$ cat config.mk
export PLATFORM = sky130hd
export DESIGN_NAME = led_mode_mux
export DESIGN_NICKNAME = d
export VERILOG_FILES = /design/src/rtl/led_mode_mux.sv
export SDC_FILE = /design/constraint.sdc
export NUM_CORES = 1
export LEC_CHECK = 0
export BUFFER_PORTS_ARGS = -buffer_cell sky130_fd_sc_hd__buf_4
export CORE_UTILIZATION = 28
export DETAILED_ROUTE_END_ITERATION = 8
export GPL_TIMING_DRIVEN = 0
export HOLD_SLACK_MARGIN = 0.12
export PLACE_DENSITY = 0.43
export SYNTH_ARGS = -nofsm -noshare
export SYNTH_HDL_FRONTEND = slang
export SYNTH_SLANG_ARGS = --single-unit
$ cat constraint.sdc
create_clock -name clk -period 6.55 [get_ports clk]
set_input_delay 1.31 -clock clk [delete_from_list [all_inputs] [get_ports clk]]
set_output_delay 1.31 -clock clk [all_outputs]
set_load 0.05 [all_outputs]
$ cat src/rtl/led_mode_mux.sv
// led_mode_mux: registered OFF/SCORE/BLINK/CHASE LED output stage driven by one prescaled tick.
// Define LED_DIM_EN to add a 4-bit PWM that dims SCORE mode to DIM_LEVEL/16 duty.
module led_mode_mux #(
    parameter int WIDTH     = 7,
    parameter int TICK_DIV  = 25000000,
    parameter int DIM_LEVEL = 8
) (
    input  logic             clk,
    input  logic             rst,
    input  logic [1:0]       led_control,
    input  logic [WIDTH-1:0] score,
    output logic             tick,
    output logic [WIDTH-1:0] leds_out
);
    localparam int CW = $clog2(TICK_DIV);
    localparam int PW = $clog2(WIDTH);
    localparam logic [CW-1:0] LAST = CW'(TICK_DIV - 1);
    localparam logic [CW-1:0] CNT_ONE = CW'(1);
    localparam logic [PW-1:0] TOP = PW'(WIDTH - 1);
    localparam logic [PW-1:0] POS_ONE = PW'(1);
    localparam logic [WIDTH-1:0] BIT0 = WIDTH'(1);

    logic [CW-1:0]    cnt;
    logic [PW-1:0]    pos, nxt_pos;
    logic [1:0]       mode;
    logic             phase, dir, nxt_phase, nxt_dir, chg, tick_i, step;
    logic [WIDTH-1:0] score_led, nxt_leds;

`ifdef LED_DIM_EN
    logic [3:0] pwm;
    always_ff @(posedge clk)
        if (rst) pwm <= '0;
        else     pwm <= pwm + 4'd1;
    assign score_led = ({1'b0, pwm} < 5'(DIM_LEVEL)) ? score : '0;
`else
    assign score_led = score;
`endif

    // a mode change restarts every animation and swallows a coincident tick
    always_comb begin
        chg       = led_control != mode;
        tick_i    = (cnt == LAST) && !chg;
        step      = tick_i && (mode == 2'b11);
        nxt_phase = chg | (phase ^ (tick_i && (mode == 2'b10)));
        nxt_pos   = chg ? '0 : !step ? pos : dir ? pos - POS_ONE : pos + POS_ONE;
        nxt_dir   = chg ? 1'b0 : !step ? dir : dir ? (pos != POS_ONE) : (pos + POS_ONE == TOP);
        nxt_leds  = led_control == 2'b00 ? '0 :
                    led_control == 2'b01 ? score_led :
                    led_control == 2'b10 ? (nxt_phase ? score : '0) :
                    BIT0 << nxt_pos;
    end

    always_ff @(posedge clk)
        if (rst) begin
            cnt      <= '0;
            phase    <= 1'b1;
            pos      <= '0;
            dir      <= 1'b0;
            mode     <= 2'b00;
            tick     <= 1'b0;
            leds_out <= '0;
        end else begin
            cnt      <= (chg || cnt == LAST) ? '0 : cnt + CNT_ONE;
            phase    <= nxt_phase;
            pos      <= nxt_pos;
            dir      <= nxt_dir;
            mode     <= led_control;
            tick     <= tick_i;
            leds_out <= nxt_leds;
        end
endmodule

==> flow_metrics.py <==
metrics = {
    "die": {
        "die_h_microns": 85.8,
        "die_w_microns": 85.8,
        "dieArea_sq_mm": 0.00736,
        "ioPinCount": 19,
        "rows": 30,
        "core_area_sq_mm": 0.00679,
        "start_util": 0.289,
    },
    "flow_run": {
        "maxCapViolations": 0,
    },
    "global_route": {
        "grt_max_degree": 14,
        "grt_pass1_vias": 1513,
        "track_usage": 0.122,
        "antenna_found_initial": 0,
        "grt_pass1_wl_microns": 7020,
        "grt-ovfl-total": 0,
    },
    "setup_path": {
        "crit_path_max_incr_delay_ps": 590,
        "arrival_ps": 3080,
        "reg2reg_slack_ps": 3660,
        "cp_top_family": "simple AND/OR/NAND/NOR gates",
        "crit_chain": "or4_1, or4_4, or2_0, a2111oi_4, nor2_1, o32ai_1",
        "crit_fanout": 6,
        "endpoint": "leds_out[0]",
        "required_ps": 6740,
        "worstSetupPathType": "reg2reg",
        "end_kind": "register",
        "ff2ff_path_depth": 6,
        "crit_start": "cnt[9]",
        "cp-start-kind": "register",
        "crit_buf_inv": 0,
        "worstReg2RegEnd": "leds_out[0]",
        "path_depth": 6,
        "slowest_stage": "or4_4",
        "reg2reg_from": "cnt[9]",
    },
    "route": {
        "routed_wl_microns": 4010,
        "via_count": 1559,
        "viasPerCell": 4.47,
        "drc_errors": 0,
        "dr.pass1.iters": 3,
        "antenna_left": 0,
        "routedWlPerCell_microns": 11.5,
        "drtIter0Drc": 24,
    },
    "cells_and_area": {
        "multi_input_area_sq_mm": 0.00110,
        "seq_area_sq_um": 801,
        "layout.cells.most_common": "dfxtp_1",
        "antenna_cells": 0,
        "syn_to_final_growth_pct": 18.7,
        "nets": 268,
        "layout-drive-gt1-share": 0.154,
        "layout_common_cells": "40 x dfxtp_1, 37 x nor2_1, 20 x xor2_1, 19 x buf_4",
        "n_fill_cell": 727,
        "layoutNonFillerInstCount": 349,
        "final_core_utilization": 0.343,
    },
    "clock_tree": {
        "cts_tree": "yes",
        "ctsHoldBuffers": 0,
        "cts-root-buf": "clkbuf_8",
        "clock-sinks": 40,
        "insertion_delay_ps": 300,
        "post_cts_resized": 0,
        "cts_made_buffers": 5,
        "htree_levels": 2,
        "clk_pin_slew_ps": 90,
        "cts_max_path_buffers": 2,
        "cts_setup_buffers": 0,
    },
    "worst_hold_path": {
        "hold_class": "reg2reg",
    },
    "yosys": {
        "synth-edff-count": 0,
        "synth-seq-cells": 40,
        "synth_cell_types": 42,
        "async_reset_ff_frac": 0,
        "ys.flop_type": "dfxtp_1",
        "ys_seq_area_frac": 0.407,
        "yosysWarnings": 0,
        "synth_area_sq_mm": 0.00197,
        "avgSynthCellArea_sq_um": 8.66,
        "synthCells": 227,
        "syn-num-nets": 243,
    },
    "sta": {
        "tightest_slew_ps": 775,
        "setup_viol": 0,
        "rsz0062_at_grt": "false",
        "hold_viol": 0,
        "final.setup.tns_ps": 0,
        "layout_worst_path_cycle_share": 0.441,
        "finalCriticalPeriod_ps": 2890,
        "finClkSkew_ps": 9.67,
        "relSlewSlack": 0.479,
        "clock.fmax_mhz": 347,
        "maxSlewViolCount": 0,
    },
    "placement": {
        "place_congestion": 0.696,
        "io_buffers": 18,
        "dp_hpwl_microns": 2940,
        "dp.cells": 341,
    },
    "pwr": {
        "peakVddDrop_mv": 0.0722,
        "pwr_density_cell_mw_per_mm2": 212,
        "leakagePower_nw": 0.797,
    },
    "status": {
        "status": "completed",
    },
}
-- registers in the layout, indices dropped and copies added, names as in the netlist --
signal / count
pos: 3
phase: 1
leds_out: 7
mode: 2
dir: 1
cnt: 25
tick: 1
-- stage by stage --
stage | hold WS (ps) | setup slack [ps] | instance area, sq um | total power [mW]
global placement | 474 | 3520 | 2220 | 0.292
detailed placement | 480 | 3530 | 2220 | 0.292
floorplan | 442 | 3830 | 1970 | 0.277
finish | 500 | 3660 | 2330 | 0.493
CTS | 503 | 3630 | 2330 | 0.502
global route | 552 | 3530 | 2330 | 0.518
-- cell families (layout without fill, tap and decap cells) --
family | after synthesis | count (layout) | synth area share
AND/OR/NAND/NOR | 109 | 109 | 0.284
flip-flops | 40 | 40 | 0.407
XOR/XNOR | 31 | 31 | 0.138
AO/OA/AOI/OAI | 26 | 26 | 0.0891
buffers and inverters | 13 | 39 | 0.0312
adder cells (fa/ha/maj) | 5 | 5 | 0.0318
multiplexers | 3 | 3 | 0.0185
-- routing by layer --
layer | GRT usage | wire [microns] | up-vias
li1 | - | - | 822
met1 | 0.151 | 2020 | 715
met2 | 0.202 | 1810 | 15
met3 | 0.0337 | 112 | 7
met4 | 0.0455 | 67 | 0
met5 | 0 | 0 | -
-- layout make-up --
cell class	instances	share of cell area
Buffer	6	0.0150
Multi-Input combinational cell	174	0.473
Timing Repair Buffer	18	0.0579
Clock inverter	3	0.0182
Inverter	7	0.0113
Sequential cell	40	0.343
Clock buffer	5	0.0295
Tap cell	96	0.0515
-- power by group --
group          switching, mW  internal (mW)  leakage (nW)
Clock                 0.0951          0.113        0.0541
Sequential           0.00207          0.247         0.324
Combinational         0.0238         0.0130         0.418
-- how the worst min path moves through the flow --
stage / start / to / slack [ps] / cells past startpoint
2_1_floorplan: cnt[0] / cnt[0] / 440 / 1
3_3_place_gp: cnt[0] / cnt[0] / 470 / 1
3_5_place_dp: cnt[0] / cnt[0] / 480 / 1
4_1_cts: cnt[0] / cnt[0] / 500 / 1
5_1_grt: cnt[0] / cnt[0] / 550 / 1
6_report: cnt[0] / cnt[0] / 500 / 1
-- worst reg2reg max path: cells and delay by family (launching register included) --
family | cells | cell delay [ps]
simple gates | 4 | 1620
flops | 1 | 360
compound gates | 2 | 810
-- Yosys cell counts (2+ instances only) --
cell      count  share of area
dfxtp_1      40           0.41
nor2_1       37          0.071
xor2_1       20          0.089
a21oi_1      16          0.041
nand2_1      16          0.031
xnor2_1      11          0.049
nand3_1       8          0.020
nor3_1        8          0.020
inv_1         7          0.013
nand4_1       7          0.022
ha_1          5          0.032
nor2b_1       5          0.016
nor4_1        5          0.016
and2_1        3         0.0095
and3_1        3         0.0095
clkbuf_1      3         0.0057
or3b_1        3          0.013
a31oi_1       2         0.0064
nand2b_1      2         0.0064
o21ai_0       2         0.0051
o32ai_1       2         0.0089
or3_1         2         0.0064
Note: power is estimated with default switching activity, not from simulation.
